$ cat src/rtl/bist_controller.sv
// Sequencer for the multiplier BIST: seeds LFSRs, runs PATTERN_COUNT patterns, delays MISR
// compaction by PIPE_LAT, then checks the signature. `BIST_SIG_CAPTURE_EN adds sig_captured.
module bist_controller #(
    parameter int unsigned      PATTERN_COUNT = 255,
    parameter int unsigned      PIPE_LAT      = 3,
    parameter int unsigned      SIG_W         = 8,
    parameter logic [SIG_W-1:0] GOLDEN_SIG    = '0
) (
    input  logic             clk,
    input  logic             rst,
    input  logic             start,
    input  logic             abort,
    output logic             lfsr_seed_load,
    output logic             lfsr_en,
    output logic             misr_clear,
    output logic             misr_en,
    input  logic [SIG_W-1:0] misr_sig,
    output logic             busy,
    output logic             done,
    output logic             pass,
    output logic             fail,
    output logic [15:0]      pattern_cnt
`ifdef BIST_SIG_CAPTURE_EN
    ,
    output logic [SIG_W-1:0] sig_captured
`endif
);

    typedef enum logic [2:0] {
        S_IDLE, S_SEED, S_RUN, S_FLUSH, S_COMPARE, S_DONE
    } state_t;

    localparam logic [15:0] LAST_PAT   = 16'(PATTERN_COUNT - 1);
    localparam logic [3:0]  LAST_FLUSH = 4'(PIPE_LAT - 1);

    state_t              state_q, state_d;
    logic [15:0]         cnt_q, cnt_d;
    logic [3:0]          flush_q, flush_d;
    logic [PIPE_LAT-1:0] shreg_q, shreg_d;
    logic                pass_q, pass_d;
    logic                fail_q, fail_d;
`ifdef BIST_SIG_CAPTURE_EN
    logic [SIG_W-1:0]    sig_q, sig_d;
`endif

    always_comb begin
        state_d        = state_q;
        cnt_d          = cnt_q;
        flush_d        = flush_q;
        pass_d         = pass_q;
        fail_d         = fail_q;
        lfsr_seed_load = 1'b0;
        misr_clear     = 1'b0;
        lfsr_en        = 1'b0;
        busy           = 1'b0;
        done           = 1'b0;
`ifdef BIST_SIG_CAPTURE_EN
        sig_d          = sig_q;
`endif
        case (state_q)
            S_IDLE: begin
                if (start) begin
                    state_d = S_SEED;
                    cnt_d   = '0;
`ifdef BIST_SIG_CAPTURE_EN
                    sig_d   = '0;
`endif
                end
            end
            S_SEED: begin
                busy           = 1'b1;
                lfsr_seed_load = 1'b1;
                misr_clear     = 1'b1;
                state_d        = S_RUN;
            end
            S_RUN: begin
                busy    = 1'b1;
                lfsr_en = 1'b1;
                cnt_d   = cnt_q + 16'd1;
                if (cnt_q == LAST_PAT) begin
                    state_d = S_FLUSH;
                    flush_d = '0;
                end
            end
            S_FLUSH: begin
                busy    = 1'b1;
                flush_d = flush_q + 4'd1;
                if (flush_q == LAST_FLUSH) state_d = S_COMPARE;
            end
            S_COMPARE: begin
                busy    = 1'b1;
                state_d = S_DONE;
                pass_d  = (misr_sig == GOLDEN_SIG);
                fail_d  = (misr_sig != GOLDEN_SIG);
`ifdef BIST_SIG_CAPTURE_EN
                sig_d   = misr_sig;
`endif
            end
            S_DONE: begin
                done = 1'b1;
                if (start) begin
                    state_d = S_SEED;
                    cnt_d   = '0;
                    pass_d  = 1'b0;
                    fail_d  = 1'b0;
`ifdef BIST_SIG_CAPTURE_EN
                    sig_d   = '0;
`endif
                end
            end
            default: state_d = S_IDLE;
        endcase

        // The pattern issued in the abort cycle still counts, so cnt_d is left alone.
        if (busy && abort) begin
            state_d = S_DONE;
            pass_d  = 1'b0;
            fail_d  = 1'b1;
`ifdef BIST_SIG_CAPTURE_EN
            sig_d   = misr_sig;
`endif
        end
    end

    // misr_en is lfsr_en delayed by PIPE_LAT; an abort flushes the pipeline immediately.
    always_comb begin
        shreg_d    = '0;
        shreg_d[0] = lfsr_en;
        for (int i = 1; i < int'(PIPE_LAT); i++) shreg_d[i] = shreg_q[i-1];
        if (busy && abort) shreg_d = '0;
    end

    always_ff @(posedge clk or negedge rst) begin
        if (!rst) begin
            state_q <= S_IDLE;
            cnt_q   <= '0;
            flush_q <= '0;
            shreg_q <= '0;
            pass_q  <= 1'b0;
            fail_q  <= 1'b0;
`ifdef BIST_SIG_CAPTURE_EN
            sig_q   <= '0;
`endif
        end else begin
            state_q <= state_d;
            cnt_q   <= cnt_d;
            flush_q <= flush_d;
            shreg_q <= shreg_d;
            pass_q  <= pass_d;
            fail_q  <= fail_d;
`ifdef BIST_SIG_CAPTURE_EN
            sig_q   <= sig_d;
`endif
        end
    end

    assign misr_en     = shreg_q[PIPE_LAT-1];
    assign pass        = pass_q;
    assign fail        = fail_q;
    assign pattern_cnt = cnt_q;
`ifdef BIST_SIG_CAPTURE_EN
    assign sig_captured = sig_q;
`endif

endmodule
$ cat config.mk
export PLATFORM = sky130hd
export DESIGN_NAME = bist_controller
export DESIGN_NICKNAME = d
export VERILOG_FILES = /design/src/rtl/bist_controller.sv
export SDC_FILE = /design/constraint.sdc
export NUM_CORES = 1
export LEC_CHECK = 0
export CAP_MARGIN = 20
export CORE_UTILIZATION = 41
export DETAILED_ROUTE_END_ITERATION = 10
export PLACE_DENSITY = 0.76
export SETUP_SLACK_MARGIN = 0.4
export SLEW_MARGIN = 5
export SYNTH_ARGS = -nofsm -noshare
export SYNTH_HDL_FRONTEND = slang
export SYNTH_SLANG_ARGS = --single-unit
$ cat constraint.sdc
create_clock -name clk -period 4.81 [get_ports clk]
set_clock_uncertainty 0.2 [all_clocks]
set_input_delay 0.962 -clock clk [delete_from_list [all_inputs] [get_ports clk]]
set_output_delay 0.962 -clock clk [all_outputs]
set_load 0.02 [all_outputs]
After elaboration in Yosys (flattened, before gate mapping)
Cells that the tools add are included.
- equal/unequal tests: 13
- muxes and demuxes: 19
- $add $sub $neg: 2
- reduce and logical (&&, ||, !) cells: 13
- operator list (cell ; number):
    case mux 16 bit (2 select lines) ; 1
    adder 16 x 1 -> 16 bit, second input constant ; 1
    equality test 16 x 8 -> 1 bit, second input constant ; 1
    2-to-1 mux 16 bit ; 1
    2-to-1 mux 3 bit ; 5
    case mux 3 bit (5 select lines) ; 1
    != test 3 bit, second input constant ; 3
    logical NOT 8 bit ; 1
    case mux 4 bit (2 select lines) ; 1
    nonzero test 8 bit ; 1
    2-to-1 mux 1 bit ; 7
    equality test 3 x 2 -> 1 bit, second input constant ; 2
    equality test 3 bit, second input constant ; 2
    AND reduction 2 bit ; 3
    adder 4 x 1 -> 4 bit, second input constant ; 1
    equality test 4 x 2 -> 1 bit, second input constant ; 1
    2-to-1 mux 4 bit ; 1
    case mux 1 bit (2 select lines) ; 2
    nonzero test 2 bit ; 2
    OR reduction 4 bit ; 1
    equality test 3 x 1 -> 1 bit, second input constant ; 1
    logical NOT 3 bit ; 1
    != test 3 x 1 -> 1 bit, second input constant ; 1
    AND reduction 3 bit ; 1
    other kinds (5) ; 5
- flip-flop bits (word level): 28
- word-level logic and storage cells: 53
- output and inout port bits: 24
- bits of input ports: 12

Depth between registers and ports, before layout
Gate-level depths: netlist (run 1).
- depth in word-level cells: 6
- gate-level depth with buffers: 6
- depth with buffers taken out: 6

Least setup slack after synthesis (run 1)
Ideal clock, no wire load.
- path type: reg2out
- from: reg state_q[0]
- to: out misr_clear
- arrival time: 1568 ps
- required time: 3648 ps
- stages on the path, launching flop included: 4
- buffers on the path: 2
- setup slack: 2080 ps
- cells stage by stage: dfrtp_1 -> clkbuf_1 -> nor3b_1 -> buf_4
- cells in the longest elaborated chain, start to end: 2
- ends and longest elaborated chain (item ; RTL line ; RTL):
    start: declaration ; 36 ; state_t state_q, state_d;
    start signal: assignment ; 145 ; state_q <= state_d;
    equality test 3 x 1 -> 1 bit ; -- ;
    2-to-1 mux 1 bit ; -- ;
    end: declaration ; 15 ; output logic misr_clear,
No other way between the ends.

Final worst setup path (run 1)
- from: reg state_q[0]
- to: out lfsr_en
- cells in the longest elaborated chain, start to end: 2
- ends and longest elaborated chain (item ; RTL line ; RTL):
    equality test 3 x 2 -> 1 bit ; 60 ; case (state_q)
    2-to-1 mux 1 bit ; 60 ;
    end: declaration ; 14 ; output logic lfsr_en,
No other way between the ends.

==> flow_metrics.py, run 1 <==
metrics = {
    "min_path": {
        "hp-start": "shreg_q[1]",
        "hp-class": "flip-flop to flip-flop",
        "holdPathStages": 1,
        "whs_endpoint": "shreg_q[2]",
    },
    "final_layout": {
        "nNetsFinal": 222,
        "antenna_cells": 0,
        "areaGrowthSynthToFinish_pct": 26.1,
        "multi_input_area_um2": 795,
        "ff_latch_area_um2": 701,
        "n_fill_cell": 350,
        "drive_above_1_share": 0.0392,
    },
    "floorplanning": {
        "rows": 22,
        "start_util": 0.428,
        "die_w_um": 64.1,
        "dieArea_mm2": 0.00410,
        "boundaryPins": 36,
        "die_h_um": 64.1,
        "coreArea_mm2": 0.00369,
    },
    "global_route": {
        "track_usage": 0.177,
        "use_met1": 0.247,
        "use_met3": 0.0232,
        "grt_overflow": 0,
        "grt_pass1_wl_um": 5720,
        "grt_max_degree": 29,
        "grt_pass1_vias": 1244,
        "antenna_found_initial": 0,
        "gr-usage-met2": 0.279,
        "grt-busiest-layer": "met2",
    },
    "clock_tree": {
        "worstSkewPairLatency_ps": 270,
        "postCtsHoldBufs": 0,
        "cts.path.max_buffers": 2,
        "cts_resized": 0,
        "post_cts_buffers": 0,
        "cts-htree-levels": 1,
        "cts_tree": "yes",
        "cts.sinks": 28,
        "numCtsBuffers": 3,
        "cts_root_buf": "clkbuf_8",
        "clk_pin_slew_worst_paths_ps": 90,
    },
    "yosys": {
        "syn_area_per_cell_um2": 9.07,
        "async_flop_share": 1.00,
        "synth.most_common_cell": "dfrtp_1",
        "synth-xor-area-share": 0.0388,
        "synth_area_mm2": 0.00158,
        "synth-compound-area-share": 0.145,
        "ys_top_cells_by_count": "dfrtp_1, nand2_1, a21oi_1",
        "synth.area.mux_share": 0.0127,
        "ys_seq_area_frac": 0.444,
        "syn_inst": 174,
        "yosysWarnings": 0,
        "synthAdderAreaFrac": 0.0317,
        "synth_area_leaders": "dfrtp_1, a21oi_1, nand2_1",
        "synth_top_cell_by_area": "dfrtp_1",
        "synth_top_area_frac": 0.444,
        "synth_edf_count": 0,
        "synth_top_flop_cell": "dfrtp_1",
        "synth_cell_types": 42,
        "synth_top_family_by_area": "simple AND/OR/NAND/NOR gates",
        "synth_nets": 190,
        "synth.ff_latch_count": 28,
        "synthSimpleGateAreaFrac": 0.275,
    },
    "pwr": {
        "power.density_mw_per_mm2": 398,
        "ir_drop_mv": 0.344,
        "power.leakage_nw": 0.806,
    },
    "critical_path": {
        "crit_type": "flip-flop to output port",
        "crit_required_ps": 3650,
        "worstPathArrival_ps": 2150,
        "r2r-start": "state_q[0]",
        "rrSetupSlack_ps": 2430,
        "cp-start-kind": "flip-flop",
        "critical_path.max_fanout": 16,
        "endpoint_kind": "output port",
        "reg2regPathDepth": 4,
        "timing.rr.end": "pattern_cnt[12]",
    },
    "placed_design": {
        "dp_hpwl_um": 2340,
        "globalplace.congestion": 0.826,
        "numPortBuffers": 35,
        "pre_cts_ws_ps": 1570,
    },
    "sta": {
        "worstMarginPinSlew_ps": 583,
        "rsz0062_at_grt": "false",
        "setup-violations-final": 0,
        "layout_worst_path_cycle_share": 0.689,
        "fmax_mhz": 302,
        "hold_violations": 0,
        "finalMaxSlewViolations": 0,
        "final.min_clock_period_ps": 3320,
        "setup_tns_ps": 0,
        "slew_headroom": 0.608,
        "layout_setup_ws_ps": 1490,
    },
    "drt": {
        "finalWirelength_um": 3310,
        "route.detailed.drc": 0,
        "drt_first_pass_iters": 4,
        "antenna_left": 0,
        "dr_total_vias": 1375,
        "drtIter0Drc": 49,
        "post_drt_wl_per_cell_um": 13.1,
        "routed_via_density": 5.46,
    },
    "run": {
        "max_cap_viol_count": 0,
    },
    "status": {
        "status": "complete, no violations",
    },
}
## worst max-delay path, cell delays in order (launching register included)
cell	delay, ps
dfrtp_1	560
or3b_1	560
inv_1	140
clkdlybuf4s50_1	620
## worst max-delay path by stage
stage / startpoint / cells past startpoint / slack (ps) / end
floorplan: state_q[0] / 3 / 2080 / misr_clear
global placement: start / 5 / 1620 / pattern_cnt[12]
detailed placement: start / 5 / 1570 / pattern_cnt[12]
CTS: state_q[0] / 3 / 1490 / lfsr_en
global route: state_q[2] / 3 / 1390 / lfsr_en
finish: state_q[0] / 3 / 1490 / lfsr_en
## cell usage in the layout, fill, tap and decap left out, drive strengths merged, types with 2 or more instances in the layout
cell,synthesis,final
nand3,8,8
nand2,17,17
or4,2,2
mux2i,2,2
a31o,3,3
nand2b,2,2
nand4,7,7
and2,4,4
inv,10,10
ha,4,4
or3,4,4
and4,3,3
a21oi,13,13
o21ai,7,7
o22ai,2,2
or3b,2,2
xnor2,4,4
nand4b,2,2
nor2,11,11
and3,3,3
clkbuf,6,3
dfrtp,28,28
o31ai,4,4
a22oi,2,2
nor3,2,2
nor4,3,3
a31oi,2,2
clkdlybuf4s50,0,35
xor2,3,3
## per-stage QoR
| stage | hold slack, ps | area (µm²) | instances | power [W] | util |
|---|---|---|---|---|---|
| 2_1_floorplan | 228 | 1580 | 174 | 0.000566 | - |
| 3_3_place_gp | 235 | 1950 | 249 | 0.000668 | 0.529 |
| 3_5_place_dp | 238 | 1950 | 249 | 0.000672 | 0.529 |
| 4_1_cts | 259 | 1990 | 252 | 0.000798 | 0.540 |
| 5_1_grt | 312 | 1990 | 252 | 0.000850 | 0.540 |
| 6_report | 256 | 1990 | 252 | 0.000792 | 0.540 |
## kinds of logic (layout without fill, tap and decap cells)
logic type	count (synthesis)	count (layout)
and+or+nand+nor	77	77
muxes	2	2
xor gates and xnor gates	7	7
AOI/OAI and AO/OA	37	37
DFF	28	28
adders and majority gates	4	4
buffers and inverters	19	49
## power breakdown
group | total, W | switching [W] | internal (W)
sequential | 0.000347 | 0.0000714 | 0.000275
combinational | 0.000321 | 0.000174 | 0.000147
clock | 0.000124 | 0.0000682 | 0.0000562
## per-layer routing
metal,routed length [µm],vias up
li1,-,691
met3,142,5
met5,0,-
met4,32,0
met2,1540,45
met1,1590,634
## flip-flops by register name, indices dropped and copies added (netlist names)
signal and cells:
shreg_q 3, pass 1, state_q 3, fail 1, flush_q 4, pattern_cnt 16
## area by class of cell
type | count | area share
Sequential cell | 28 | 0.352
Multi-Input combinational cell | 127 | 0.399
Clock buffer | 3 | 0.0207
Tap cell | 48 | 0.0302
Inverter | 10 | 0.0188
Timing Repair Buffer | 36 | 0.180
No activity file was read; power rests on OpenSTA's default activity.
==> run 2: changes to the inputs <==
Clock period 4.81 ns to 3.2 ns, I/O delays scaled along.
==> flow_metrics.py, run 2 (synthesized netlist as in run 1, its figures left out) <==
metrics = {
    "final_layout": {
        "final_common_cell": "clkdlybuf4s50_1",
        "nNetsFinal": 224,
        "largest_reg_flops": 16,
        "drive_above_1_share": 0.0583,
        "final_cell_mix": "clkdlybuf4s50_1, dfrtp_1, nand2_1",
        "ff_latch_area_um2": 702,
        "areaGrowthSynthToFinish_pct": 27.5,
        "antenna_cells": 0,
        "post-route-util": 0.546,
        "n_fill_cell": 364,
        "multi_input_area_um2": 797,
        "fin_cells": 254,
    },
    "clock_tree": {
        "cts_resized": 2,
        "clk_pin_slew_worst_paths_ps": 90,
        "numCtsBuffers": 3,
        "cts.path.max_buffers": 2,
        "postCtsHoldBufs": 0,
        "cts_tree": "yes",
        "cts.sinks": 28,
        "post_cts_buffers": 0,
        "cts-htree-levels": 1,
        "worstSkewPairLatency_ps": 270,
        "cts_root_buf": "clkbuf_8",
    },
    "pwr": {
        "power.density_mw_per_mm2": 601,
        "seq_power_share": 0.400,
        "ir_drop_mv": 0.450,
        "cell_internal_pwr_w": 0.000738,
        "netSwitchingFraction": 0.390,
        "power_frac_comb": 0.446,
        "p_sw_w": 0.000471,
        "power.leakage_nw": 0.834,
        "p_clk_frac": 0.154,
    },
    "critical_path": {
        "slowest_delay_ps": 640,
        "reg2regPathDepth": 5,
        "critical_path.max_fanout": 15,
        "crit_required_ps": 2360,
        "critical_path.slowest_cell": "clkdlybuf4s50_1",
        "crit_type": "flip-flop to output port",
        "cp-start-kind": "flip-flop",
        "worstPathArrival_ps": 1790,
        "rrSetupSlack_ps": 950,
        "crit_chain": "buf_4 > nor2_1 > xnor2_1 > clkdlybuf4s50_1",
        "endpoint_kind": "output port",
    },
    "run": {
        "max_cap_viol_count": 0,
    },
    "sta": {
        "hold_violations": 0,
        "worstMarginPinSlew_ps": 567,
        "layout_setup_ws_ps": 575,
        "setup-violations-final": 0,
        "whs_ps": 254,
        "setup_tns_ps": 0,
        "fmax_mhz": 381,
        "finalMaxSlewViolations": 0,
        "rsz0062_at_grt": "false",
        "slew_headroom": 0.619,
        "layout_worst_path_cycle_share": 0.820,
        "final.min_clock_period_ps": 2630,
    },
    "placed_design": {
        "globalplace.congestion": 0.853,
        "numPortBuffers": 35,
        "dp_hpwl_um": 2410,
        "dp.cells": 251,
        "pre_cts_ws_ps": 292,
    },
    "global_route": {
        "grt_overflow": 0,
        "grt_max_degree": 29,
        "track_usage": 0.173,
        "grt_pass1_wl_um": 5530,
        "antenna_found_initial": 0,
        "grt_pass1_vias": 1233,
    },
    "drt": {
        "routed_via_density": 5.54,
        "dr_total_vias": 1406,
        "antenna_left": 0,
        "finalWirelength_um": 3280,
        "drt_first_pass_iters": 4,
        "drtIter0Drc": 89,
        "post_drt_wl_per_cell_um": 12.9,
        "route.detailed.drc": 0,
    },
    "floorplanning": {
        "boundaryPins": 36,
        "coreArea_mm2": 0.00369,
        "start_util": 0.428,
        "die_w_um": 64.1,
        "die_h_um": 64.1,
        "dieArea_mm2": 0.00410,
        "rows": 22,
    },
    "min_path": {
        "holdPathStages": 1,
        "hp-class": "flip-flop to flip-flop",
    },
    "status": {
        "status": "complete, no violations",
    },
}
==> run 2: cell types whose count changed in the layout (fill, tap and decap cells not counted), sizes merged <==
cell	previous run	this run
clkdlybuf4s50	35	34
dlymetal6s2s	0	1
buf	1	3
==> run 2: layout make-up <==
type / instances / area share
multi-input combinational: 127 / 0.396
tap: 48 / 0.0298
inverter: 10 / 0.0186
clock buffer: 3 / 0.0205
sequential: 28 / 0.349
timing repair buffer: 38 / 0.186
==> run 2: worst paths after layout <==
kind,start,to
setup / recovery,state_q[0],busy
hold / removal,shreg_q[1],shreg_q[2]
setup reg to reg,state_q[2],pattern_cnt[12]
hold reg to reg,shreg_q[1],shreg_q[2]
max in group asynchronous,rst,state_q[1]
min in group asynchronous,rst,pattern_cnt[5]
==> run 2: metrics by stage <==
stage                     total power [W]  cell area [µm²]
after floorplan                  0.000850             1580
after global routing              0.00130             2010
final                             0.00121             2010
after global placement            0.00102             1970
after CTS                         0.00122             2010
after detailed placement          0.00103             1970
==> run 2: power groups by stage <==
stage          clock, W  combinational [W]  sequential [W]
2_1_floorplan         0           0.000353        0.000497
3_3_place_gp          0           0.000533        0.000487
3_5_place_dp          0           0.000540        0.000488
4_1_cts        0.000193           0.000545        0.000485
5_1_grt        0.000209           0.000597        0.000495
6_report       0.000186           0.000539        0.000484
==> run 2: per-layer routing <==
layer  global-route usage  routed length, µm  up-vias
li1                     -                  -      697
met1                0.222               1490      671
met2                0.307               1660       36
met3               0.0321                118        2
met4               0.0256                  8        0
met5                    0                  0        -
==> run 2: critical path, delay by kind of cell (launching register included) <==
kind / cells / cell delay [ps]
xor+xnor: 1 / 160
simple gates: 1 / 150
buf+inv: 2 / 830
flops: 1 / 390
